===== src/rtl/freelist_mw.sv =====
// freelist_mw: multi-way physical-register free list for the rename stage.
// Circular buffer of free tags with wrap-bit pointers. Up to WAYS tags are
// granted per cycle (combinationally), up to WAYS tags are returned per
// cycle from retire, and the head pointer can be restored on recovery.
// Optional build macro: FREELIST_BYPASS_EN lets requests that exceed the
// stored free count be served directly from this cycle's retire lanes.
module freelist_mw #(
    parameter int PR_W       = 6,
    parameter int DEPTH      = 32,
    parameter int WAYS       = 3,
    parameter int FIRST_FREE = 32
) (
    input  logic                      clock,
    input  logic                      reset_n,
    input  logic [WAYS-1:0]           dispatch_req,
    input  logic [WAYS-1:0]           retire_en,
    input  logic [WAYS*PR_W-1:0]      retire_reg,
    input  logic                      recover_en,
    input  logic [$clog2(DEPTH):0]    recover_head,
    output logic [WAYS*PR_W-1:0]      free_reg,
    output logic [WAYS-1:0]           free_valid,
    output logic [$clog2(DEPTH):0]    head,
    output logic [$clog2(DEPTH):0]    free_count,
    output logic                      overflow_err
);

    localparam int IDX_W = $clog2(DEPTH);
    localparam int PTR_W = IDX_W + 1;
    // One extra bit so count + lane arithmetic never wraps before comparison.
    localparam int CW    = PTR_W + 1;
    localparam logic [CW-1:0] DEPTH_C = CW'(DEPTH);

    logic [PTR_W-1:0]       head_r;
    logic [PTR_W-1:0]       tail_r;
    logic [PR_W-1:0]        mem_r [DEPTH];
    logic                   overflow_r;

    logic [PTR_W-1:0]       count_s;
    logic [CW-1:0]          count_w_s;
    logic [WAYS-1:0]        grant_v_s;
    logic [WAYS*PR_W-1:0]   grant_reg_s;
    logic [CW-1:0]          n_stored_s;
    logic [CW-1:0]          n_byp_s;
    logic [WAYS*PR_W-1:0]   ret_c_s;
    logic [CW-1:0]          ret_n_s;
    logic [WAYS-1:0]        wr_en_s;
    logic [WAYS*IDX_W-1:0]  wr_idx_s;
    logic [WAYS*PR_W-1:0]   wr_data_s;
    logic [CW-1:0]          n_acc_s;
    logic                   drop_s;

    // Wrap bits make tail - head unambiguous for both empty (0) and full (DEPTH).
    assign count_s   = tail_r - head_r;
    assign count_w_s = {1'b0, count_s};

    assign free_valid   = grant_v_s;
    assign free_reg     = grant_reg_s;
    assign head         = head_r;
    assign free_count   = count_s;
    assign overflow_err = overflow_r;

    // Compact enabled retire lanes into ascending order so they fill consecutive slots.
    always_comb begin : retire_compact
        ret_c_s = '0;
        ret_n_s = '0;
        for (int i = 0; i < WAYS; i++) begin
            if (retire_en[i]) begin
                ret_c_s[int'(ret_n_s)*PR_W +: PR_W] = retire_reg[i*PR_W +: PR_W];
                ret_n_s = ret_n_s + CW'(1);
            end else begin
                ret_n_s = ret_n_s;
            end
        end
    end

    // Rank requesting lanes and grant stored tags while the registered count allows.
    always_comb begin : grant_logic
        logic [CW-1:0]    k;
        logic [PTR_W-1:0] rd_ptr;
        grant_v_s   = '0;
        grant_reg_s = '0;
        n_stored_s  = '0;
        n_byp_s     = '0;
        k           = '0;
        rd_ptr      = '0;
        for (int i = 0; i < WAYS; i++) begin
            if (dispatch_req[i] && !recover_en && reset_n) begin
                if (k < count_w_s) begin
                    rd_ptr = head_r + PTR_W'(k);
                    grant_v_s[i] = 1'b1;
                    grant_reg_s[i*PR_W +: PR_W] = mem_r[rd_ptr[IDX_W-1:0]];
                    n_stored_s = n_stored_s + CW'(1);
                end
`ifdef FREELIST_BYPASS_EN
                else if ((k - count_w_s) < ret_n_s) begin
                    grant_v_s[i] = 1'b1;
                    grant_reg_s[i*PR_W +: PR_W] = ret_c_s[int'(k - count_w_s)*PR_W +: PR_W];
                    n_byp_s = n_byp_s + CW'(1);
                end
`endif
                else begin
                    grant_v_s[i] = 1'b0;
                end
                k = k + CW'(1);
            end else begin
                k = k;
            end
        end
    end

    // Accept retires into the array while capacity remains; bypassed tags are skipped.
    always_comb begin : retire_accept
        logic [CW-1:0]    base;
        logic [CW-1:0]    acc;
        logic [PTR_W-1:0] wr_ptr;
        wr_en_s   = '0;
        wr_idx_s  = '0;
        wr_data_s = '0;
        drop_s    = 1'b0;
        acc       = '0;
        wr_ptr    = '0;
        if (recover_en) begin
            base = {1'b0, PTR_W'(tail_r - recover_head)};
        end else begin
            base = count_w_s - n_stored_s;
        end
        for (int j = 0; j < WAYS; j++) begin
            if ((CW'(j) < ret_n_s) && (CW'(j) >= n_byp_s)) begin
                if ((base + acc) < DEPTH_C) begin
                    wr_ptr = tail_r + PTR_W'(acc);
                    wr_en_s[j] = 1'b1;
                    wr_idx_s[j*IDX_W +: IDX_W] = wr_ptr[IDX_W-1:0];
                    wr_data_s[j*PR_W +: PR_W]  = ret_c_s[j*PR_W +: PR_W];
                    acc = acc + CW'(1);
                end else begin
                    drop_s = 1'b1;
                end
            end else begin
                acc = acc;
            end
        end
        n_acc_s = acc;
    end

    // Pointer, array and sticky-error state.
    always_ff @(posedge clock or negedge reset_n) begin
        if (!reset_n) begin
            head_r     <= '0;
            tail_r     <= PTR_W'(DEPTH);
            overflow_r <= 1'b0;
            for (int i = 0; i < DEPTH; i++) begin
                mem_r[i] <= PR_W'(FIRST_FREE + i);
            end
        end else begin
            if (recover_en) begin
                head_r <= recover_head;
            end else begin
                head_r <= head_r + PTR_W'(n_stored_s);
            end
            tail_r <= tail_r + PTR_W'(n_acc_s);
            if (drop_s) begin
                overflow_r <= 1'b1;
            end
            for (int j = 0; j < WAYS; j++) begin
                if (wr_en_s[j]) begin
                    mem_r[wr_idx_s[j*IDX_W +: IDX_W]] <= wr_data_s[j*PR_W +: PR_W];
                end
            end
        end
    end

endmodule


===== config.mk =====
export PLATFORM = sky130hd
export DESIGN_NAME = freelist_mw
export DESIGN_NICKNAME = d
export VERILOG_FILES = /design/src/rtl/freelist_mw.sv
export SDC_FILE = /design/constraint.sdc
export NUM_CORES = 1
export LEC_CHECK = 0
export ABC_CLOCK_PERIOD_IN_PS = 19700
export CORE_MARGIN = 2
export CORE_UTILIZATION = 25
export DETAILED_ROUTE_END_ITERATION = 7
export PLACE_DENSITY = 0.5
export REMOVE_ABC_BUFFERS = 1
export SLEW_MARGIN = 20
export SYNTH_ARGS = -nofsm -noshare
export SYNTH_HDL_FRONTEND = slang
export SYNTH_SLANG_ARGS = --single-unit

===== constraint.sdc =====
create_clock -name clock -period 19.7 [get_ports clock]
set_input_delay 3.94 -clock clock [delete_from_list [all_inputs] [get_ports clock]]
set_output_delay 3.94 -clock clock [all_outputs]
set_load 0.05 [all_outputs]

* Yosys cells after proc, flatten, opt, wreduce, memory -nomap -nowiden
Index checks and enable logic that the tools add are counted.
Word-level totals: bits of input ports 33, register bits after elaboration 205, word-level logic and storage cells 176, output and inout port bits 34
Cells by class: muxes and demuxes 81, $add $sub $neg 20, shift-type cells 4, reductions and logical operators 10, magnitude comparators 18, bitwise operators 6, $mul 2
Operators by type and width (number):
- bitwise mux 192 bit | 3
- two-way mux 192 bit | 3
- two-way mux 6 bit | 25
- binary-select mux 6 bit (select 5 bit) | 3
- demux 6 bit (select 5 bit) | 3
- two-way mux 7 bit | 10
- negation 10 -> 33 bit | 2
- variable shift 6 x 33 -> 18 bit, first input constant | 2
- indexed part select 6 x 33 -> 18 bit | 2
- adder 7 x 1 -> 7 bit, second input constant | 6
- bitwise mux 18 bit | 2
- greater-or-equal comparator 6 bit, second input constant | 6
- two-way mux 18 bit | 2
- NOT 5 -> 6 bit | 6
- two-way mux 5 bit | 6
- two-way mux 1 bit | 24
- less-than comparator 7 x 6 -> 1 bit, second input constant | 3
- adder 5 bit | 4
- less-than comparator 6 x 1 -> 1 bit, second input constant | 3
- multiplier 7 x 2 -> 9 bit, second input constant | 2
- adder 7 bit | 2
- less-than comparator 1 x 7 -> 1 bit, first input constant | 2
- less-than comparator 7 x 6 -> 1 bit | 2
- adder 6 bit | 2
- 7 further kinds | 16

* Longest topological paths before layout
depth in word-level cells 30, depth in mapped cells 45, depth with buffers taken out 41

* Worst setup path after synthesis
OpenSTA, ideal clock, no wires.
path kind in2out, start point in recover_en, end point out free_reg[12], stages on the path 11, slack 8.323 ns, buffers on the path 3, arrival 7.437 ns, cell sequence buf_2 > nor2b_1 > and2_1 > ha_1 > ha_1 > buf_1 > buf_1 > mux4_2 > mux4_2 > mux2i_1 > nor2_1
Between the ends: longest elaborated chain between the ends 13
Ends and longest elaborated chain:
- start, declared | RTL line 18 | input logic recover_en,
- logical NOT 1 bit * | RTL line 87 | if (dispatch_req[i] && !recover_en && reset_n) begin
- logical AND 1 bit (2 in a row) | RTL line 87
- two-way mux 1 bit | RTL line 87
- adder 7 x 1 -> 7 bit | RTL line 104 | k = k + CW'(1);
- two-way mux 7 bit | RTL line 87
- adder 5 bit | RTL line 89 | rd_ptr = head_r + PTR_W'(k);
- NOT 5 -> 6 bit (implied by the code) | RTL line 91 | grant_reg_s[i*PR_W +: PR_W] = mem_r[rd_ptr[IDX_W-1:0]];
- binary-select mux 6 bit (select 5 bit) | RTL line 91
- two-way mux 6 bit (implied by the code) (2 in a row) | RTL line 91
- two-way mux 6 bit | RTL line 88 | if (k < count_w_s) begin
- two-way mux 6 bit * | RTL line 87
- end, declared | RTL line 20 | output logic [WAYS*PR_W-1:0] free_reg,
Every way passes the cells marked *; elsewhere a longest branch is shown, timed or not. The select of a mux whose other input is x is not followed.

* Worst setup path in the final report
start point in recover_en, end point out free_reg[17]
Same word-level chain as after synthesis.

==> flow_metrics.py <==
metrics = {
    "run_status": {
        "status": "complete, no violations",
    },
    "finish": {
        "final_util_pct": 28.9,
        "antenna_cells": 0,
        "fillers": 7925,
        "drive_gt1_share_pct": 35.5,
        "num-nets-final": 1747,
        "area_growth_pct": 14.5,
    },
    "synth": {
        "synth_xor_area_share_pct": 1.60,
        "ys_seq_area_share_pct": 27.0,
        "synthTopCellsByArea": "mux4_2 (21%), mux2i_1 (19%), dfstp_2 (15%)",
        "synth_top_area_cell": "mux4_2",
        "synth_cells": 1676,
        "synth_area_sq_um": 19500,
        "synth.top_cell.area_share_pct": 20.7,
        "synth_compound_area_share_pct": 3.93,
        "avgSynthCellArea_sq_um": 11.7,
        "synthAdderAreaFrac_pct": 3.13,
        "muxShareOfSynthArea_pct": 51.1,
        "ys_ff_latch": 205,
        "yosys.cell_types.count": 68,
        "synth_top_family_by_area": "multiplexers",
        "synthSimpleGateAreaFrac_pct": 9.87,
        "ys.flop_type": "dfstp_2",
        "synth_edf_count": 0,
        "yosysWarnings": 0,
        "synthArstFlopShare_pct": 100,
    },
    "placement": {
        "pre_cts_ws_ps": 6400,
        "io_buffers": 66,
        "globalplace.congestion": 0.950,
        "hpwlAfterDp_mm": 58.1,
    },
    "sta": {
        "rsz0062_at_grt": "no",
        "slew_violations": 0,
        "fin_crit_ps": 13360,
        "setup_viol": 0,
        "post-route-period-util_pct": 67.8,
        "fin_tns_setup_ps": 0,
        "hold_viol_final": 0,
        "max_freq_mhz": 74.8,
        "fin_ws_ps": 6340,
        "fin_worst_skew_ps": 24.3,
        "relSlewSlack_pct": 21.8,
        "max_slew.worst_pin.slew_ps": 1170,
    },
    "critical_path": {
        "cp_num_buf_inv": 3,
        "r2r_cells": 38,
        "cp_top_family": "buffers and inverters",
        "crit_fanout": 48,
        "crit_cells": 12,
        "crit_path_end_kind": "output port",
        "path_class": "input pin to output port",
        "cp.required_ps": 15760,
        "crit_chain": "clkdlybuf4s50_1, nor2b_1, and2_1, ha_1, ha_4, fa_2, buf_4, mux4_2, mux4_2, mux2i_1, nor2_1, clkdlybuf4s50_1",
        "max_stage_delay_ps": 990,
        "cp-start-kind": "input pin",
        "crit_arrival_ps": 9420,
        "crit_slowest_cell": "clkdlybuf4s50_1",
    },
    "detailed_routing": {
        "ant_nets": 0,
        "vias_per_cell": 5.69,
        "drc_errors": 0,
        "detail_route.wirelength_mm": 85.1,
        "dr_total_vias": 15558,
        "wl_per_cell_um": 31.1,
        "dr.pass1.iters": 5,
        "drt_iter0_drc": 1551,
    },
    "floorplanning": {
        "rows": 102,
        "core_sq_um": 77500,
        "dieWidth_um": 284,
        "die_y_um": 284,
        "die-area_sq_um": 80400,
        "initial_core_util_pct": 25.2,
        "ioPinCount": 67,
    },
    "clock_network": {
        "insertion_delay_ps": 590,
        "path_clk_slew_ps": 60,
        "cts_tree": "done",
        "cts_root_buf": "clkbuf_16",
        "cts_buffers": 28,
        "post-cts-setup-buffers": 0,
        "numClockSinks": 205,
        "postCtsHoldBufs": 0,
        "clock_path_buffers": 3,
        "cts_resized": 0,
        "cts_htree_levels": 1,
    },
    "worst_hold_path": {
        "holdPathStages": 1,
        "min_path_type": "register to register",
    },
    "power_and_ir_drop": {
        "p_per_area_nw_per_um2": 156,
        "p_leak_nw": 9.51,
        "power_w": 0.00350,
        "max-vdd-ir-drop_mv": 0.0716,
    },
    "global_routing": {
        "grt_pass1_vias": 15822,
        "overflow": 0,
        "grt_pass1_wl_mm": 121,
        "grt_max_degree": 64,
        "track_usage_pct": 20.7,
        "antenna_found_initial": 1,
    },
    "job": {
        "drv_cap": 0,
    },
}
worst register-to-register path: cells and delay by family (launching register included):
family / cells / cell delay [ps]
buffers and inverters: 5 / 1080
AO/OA/AOI/OAI: 6 / 1280
AND/OR/NAND/NOR: 15 / 3340
multiplexers: 2 / 670
adder cells (fa/ha/maj): 8 / 2480
XOR/XNOR: 2 / 360
flip-flops: 1 / 480
registers in the layout (all words and copies together) (netlist names):
name and cells:
tail_r 6, mem_r 192, overflow_err 1, head 6
metrics by stage:
step / std cells / area (sq um) / hold slack (ps)
2_1_floorplan: 1530 / 19000 / 536
3_3_place_gp: 2679 / 21400 / 497
3_5_place_dp: 2679 / 21400 / 510
4_1_cts: 2731 / 22300 / 524
5_1_grt: 2732 / 22400 / 552
6_report: 2732 / 22400 / 527
final cells by class:
class,instances,area [sq um],share of cell area (%)
inverters,25,93.8,0.419
clock inverters,10,98.8,0.442
flip-flops and latches,205,5280,23.6
multi-input cells,1300,13800,61.5
repair buffers,110,1010,4.53
well taps,1040,1300,5.81
clock buffers,42,833,3.72
power by group:
part	switching [W]	total, W	internal (W)
clock network	0.000219	0.000525	0.000306
registers	0.000264	0.000910	0.000646
logic	0.00121	0.00207	0.000860
synthesized netlist by cell type (5+ instances only):
cell / n
nor4bb_1: 10
xnor2_1: 20
nor3_2: 13
a21o_1: 5
nand2b_1: 6
fa_1: 8
ha_1: 36
nand4_1: 14
buf_2: 20
clkbuf_1: 105
or4_1: 10
dfstp_2: 113
nor3_1: 22
a21oi_1: 45
and2_1: 8
buf_1: 21
or3_1: 13
a211oi_1: 5
nand3b_1: 7
mux2_1: 36
nand3_1: 40
dfrtp_1: 92
and3_1: 8
mux2i_1: 372
mux4_2: 180
mux2_2: 155
nor2b_1: 11
nand2_1: 90
o21ai_0: 19
inv_1: 23
nor2_1: 91
xor2_1: 12
path summary, 6_finish.rpt:
path,end,start,slack [ps]
worst min-delay path,overflow_err,overflow_err,530
worst min register to register,overflow_err,overflow_err,530
max in group asynchronous,mem_r[113],reset_n,14680
min in group asynchronous,mem_r[19],reset_n,3350
worst max-delay path,free_reg[17],recover_en,6340
worst max register to register,mem_r[80],tail_r[0],9880
per-layer routing:
metal  routed length [um]  track usage [%]  vias to the layer above
li1                     -                -                     6428
met1                35500             27.3                     8195
met2                39000             33.1                      740
met3                 5990             3.28                      193
met4                 4570             10.1                        2
met5                   12                0                        -
layout by cell type (no fill, tap or decap), types with 8 or more instances in the layout:
cell,count
mux2i_1,372
dfrtp_1,90
mux2_2,155
clkbuf_8,9
xor2_1,12
clkdlybuf4s50_1,65
a21oi_1,41
mux4_2,180
nand2_1,90
nor3_2,15
dfstp_2,113
nor3_1,20
inv_1,23
nand3_1,39
and2_1,8
or3_1,13
nor2b_1,11
nor2_1,88
o21ai_0,19
xnor2_1,17
mux2_1,36
or4_1,10
buf_4,43
clkbuf_16,28
and3_1,8
ha_1,33
nand4_1,14
cells by family (layout without fill, tap and decap cells):
kind of cell,count (synthesis),after routing
mux,746,746
simple gates,362,362
flops,205,205
buf+inv,171,187
compound gates,114,114
fa+ha+maj,44,44
xor+xnor,34,34
No activity file was read; power rests on OpenSTA's default activity.
==> patch (same flow settings) <==
Build with the macro `FREELIST_BYPASS_EN` defined.
--- a/src/rtl/freelist_mw.sv
+++ b/src/rtl/freelist_mw.sv
@@ -5,4 +5,6 @@
 // Optional build macro: FREELIST_BYPASS_EN lets requests that exceed the
 // stored free count be served directly from this cycle's retire lanes.
+`define FREELIST_BYPASS_EN
+
 module freelist_mw #(
     parameter int PR_W       = 6,
Function: changed (a bounded check fails within 4 cycles, from zero or initial values and one cycle with reset_n low).
==> patch against the unedited design <==
Synthesized area is 17% higher. Cell area is 15% higher. Cell count is 17% higher. Register-to-register slack worse by 2000 ps. Worst setup slack worse by 1000 ps. Routed wire length is 12% higher. Sequential share of layout area is 3.1 points lower. Sequential cell count stayed put.
Power is left out: the tool's default activity adds up to more than one toggle a clock period on the data nets, which glitch-free logic cannot reach.
==> patch: results (changes against the unedited design) <==
pre-CTS WS=5380 ps (-1020 ps); first-pass GRT wire length=139 mm (+15%); Final period util=73.1% (+5.2 points); DR iter-0 viols=1,898 (+22%); WL met2=43.5 mm (+12%); grt met3 use=3.88% (+0.60 points); worst stage delay on the critical path=840 ps (-150 ps); met1 Use GR=26.8% (-0.44 points); hpwl dp=66.0 mm (+14%); final net count=2,129 (+22%); Num CTS Buffers=27 (-3.6%); ratio of cells with drive above 1 in the final layout=32.8% (-2.7 points); gr usage total=20.0% (-0.76 points); sequential share of the synthesized area=23.1% (-3.9 points); final cell count without fillers=3,208 (+17%); adder-cell share of the synthesized area=5.07% (+1.9 points); proportion of synthesized area in mux cells=46.0% (-5.1 points); M1 WL=40.2 mm (+13%); clk_skew=12.5 ps (-11.8 ps); largest cells by area after synthesis=mux4_2 (19%), mux2i_1 (17%), dfstp_2 (13%), dfrtp_1 (10%), mux2_2 (7.7%); compound-cell area share of the yosys netlist=7.12% (+3.2 points); initial antenna violation count=3 (+2); met2 Use GR=31.7% (-1.4 points); Post-Synth XOR/XNOR Area=2.12% (+0.52 points); r2r setup slk=7920 ps (-1960 ps); Hold Slack=553 ps (+25.8 ps); routed wire length=95.4 mm (+12%); Post-synth top cells=mux2i_1 (395), mux4_2 (192), mux2_2 (157); Filler cells=9,297 (+17%); crit-path max FO=20 (-58%); outcome=finished clean; Syn Area/Cell=11.2 sq um (-3.5%); placed cell area=24,800 sq um (+16%)
## patch: cell families after synthesis
kind of cell | count (synthesis)
xor gates and xnor gates | 52
DFF | 205
buffers and inverters | 224
muxes | 786
AOI/OAI and AO/OA | 248
and+or+nand+nor | 432
adders and majority gates | 86
## patch: final cells by class
class	instances	area [sq um]	share of cell area [%]
well taps	1176	1470	5.71
flip-flops and latches	205	5280	20.5
clock buffers	37	753	2.92
clock inverters	13	201	0.782
multi-input cells	1604	16800	65.3
inverters	64	240	0.933
diodes	1	2.50	0.00972
repair buffers	108	992	3.85
## patch: worst paths after layout
path / from / to
worst min-delay path: tail_r[5] / tail_r[5]
max in group asynchronous: reset_n / mem_r[183]
worst max-delay path: recover_en / free_reg[14]
min in group asynchronous: reset_n / mem_r[87]
worst min register to register: tail_r[5] / tail_r[5]
worst max register to register: head[1] / mem_r[157]
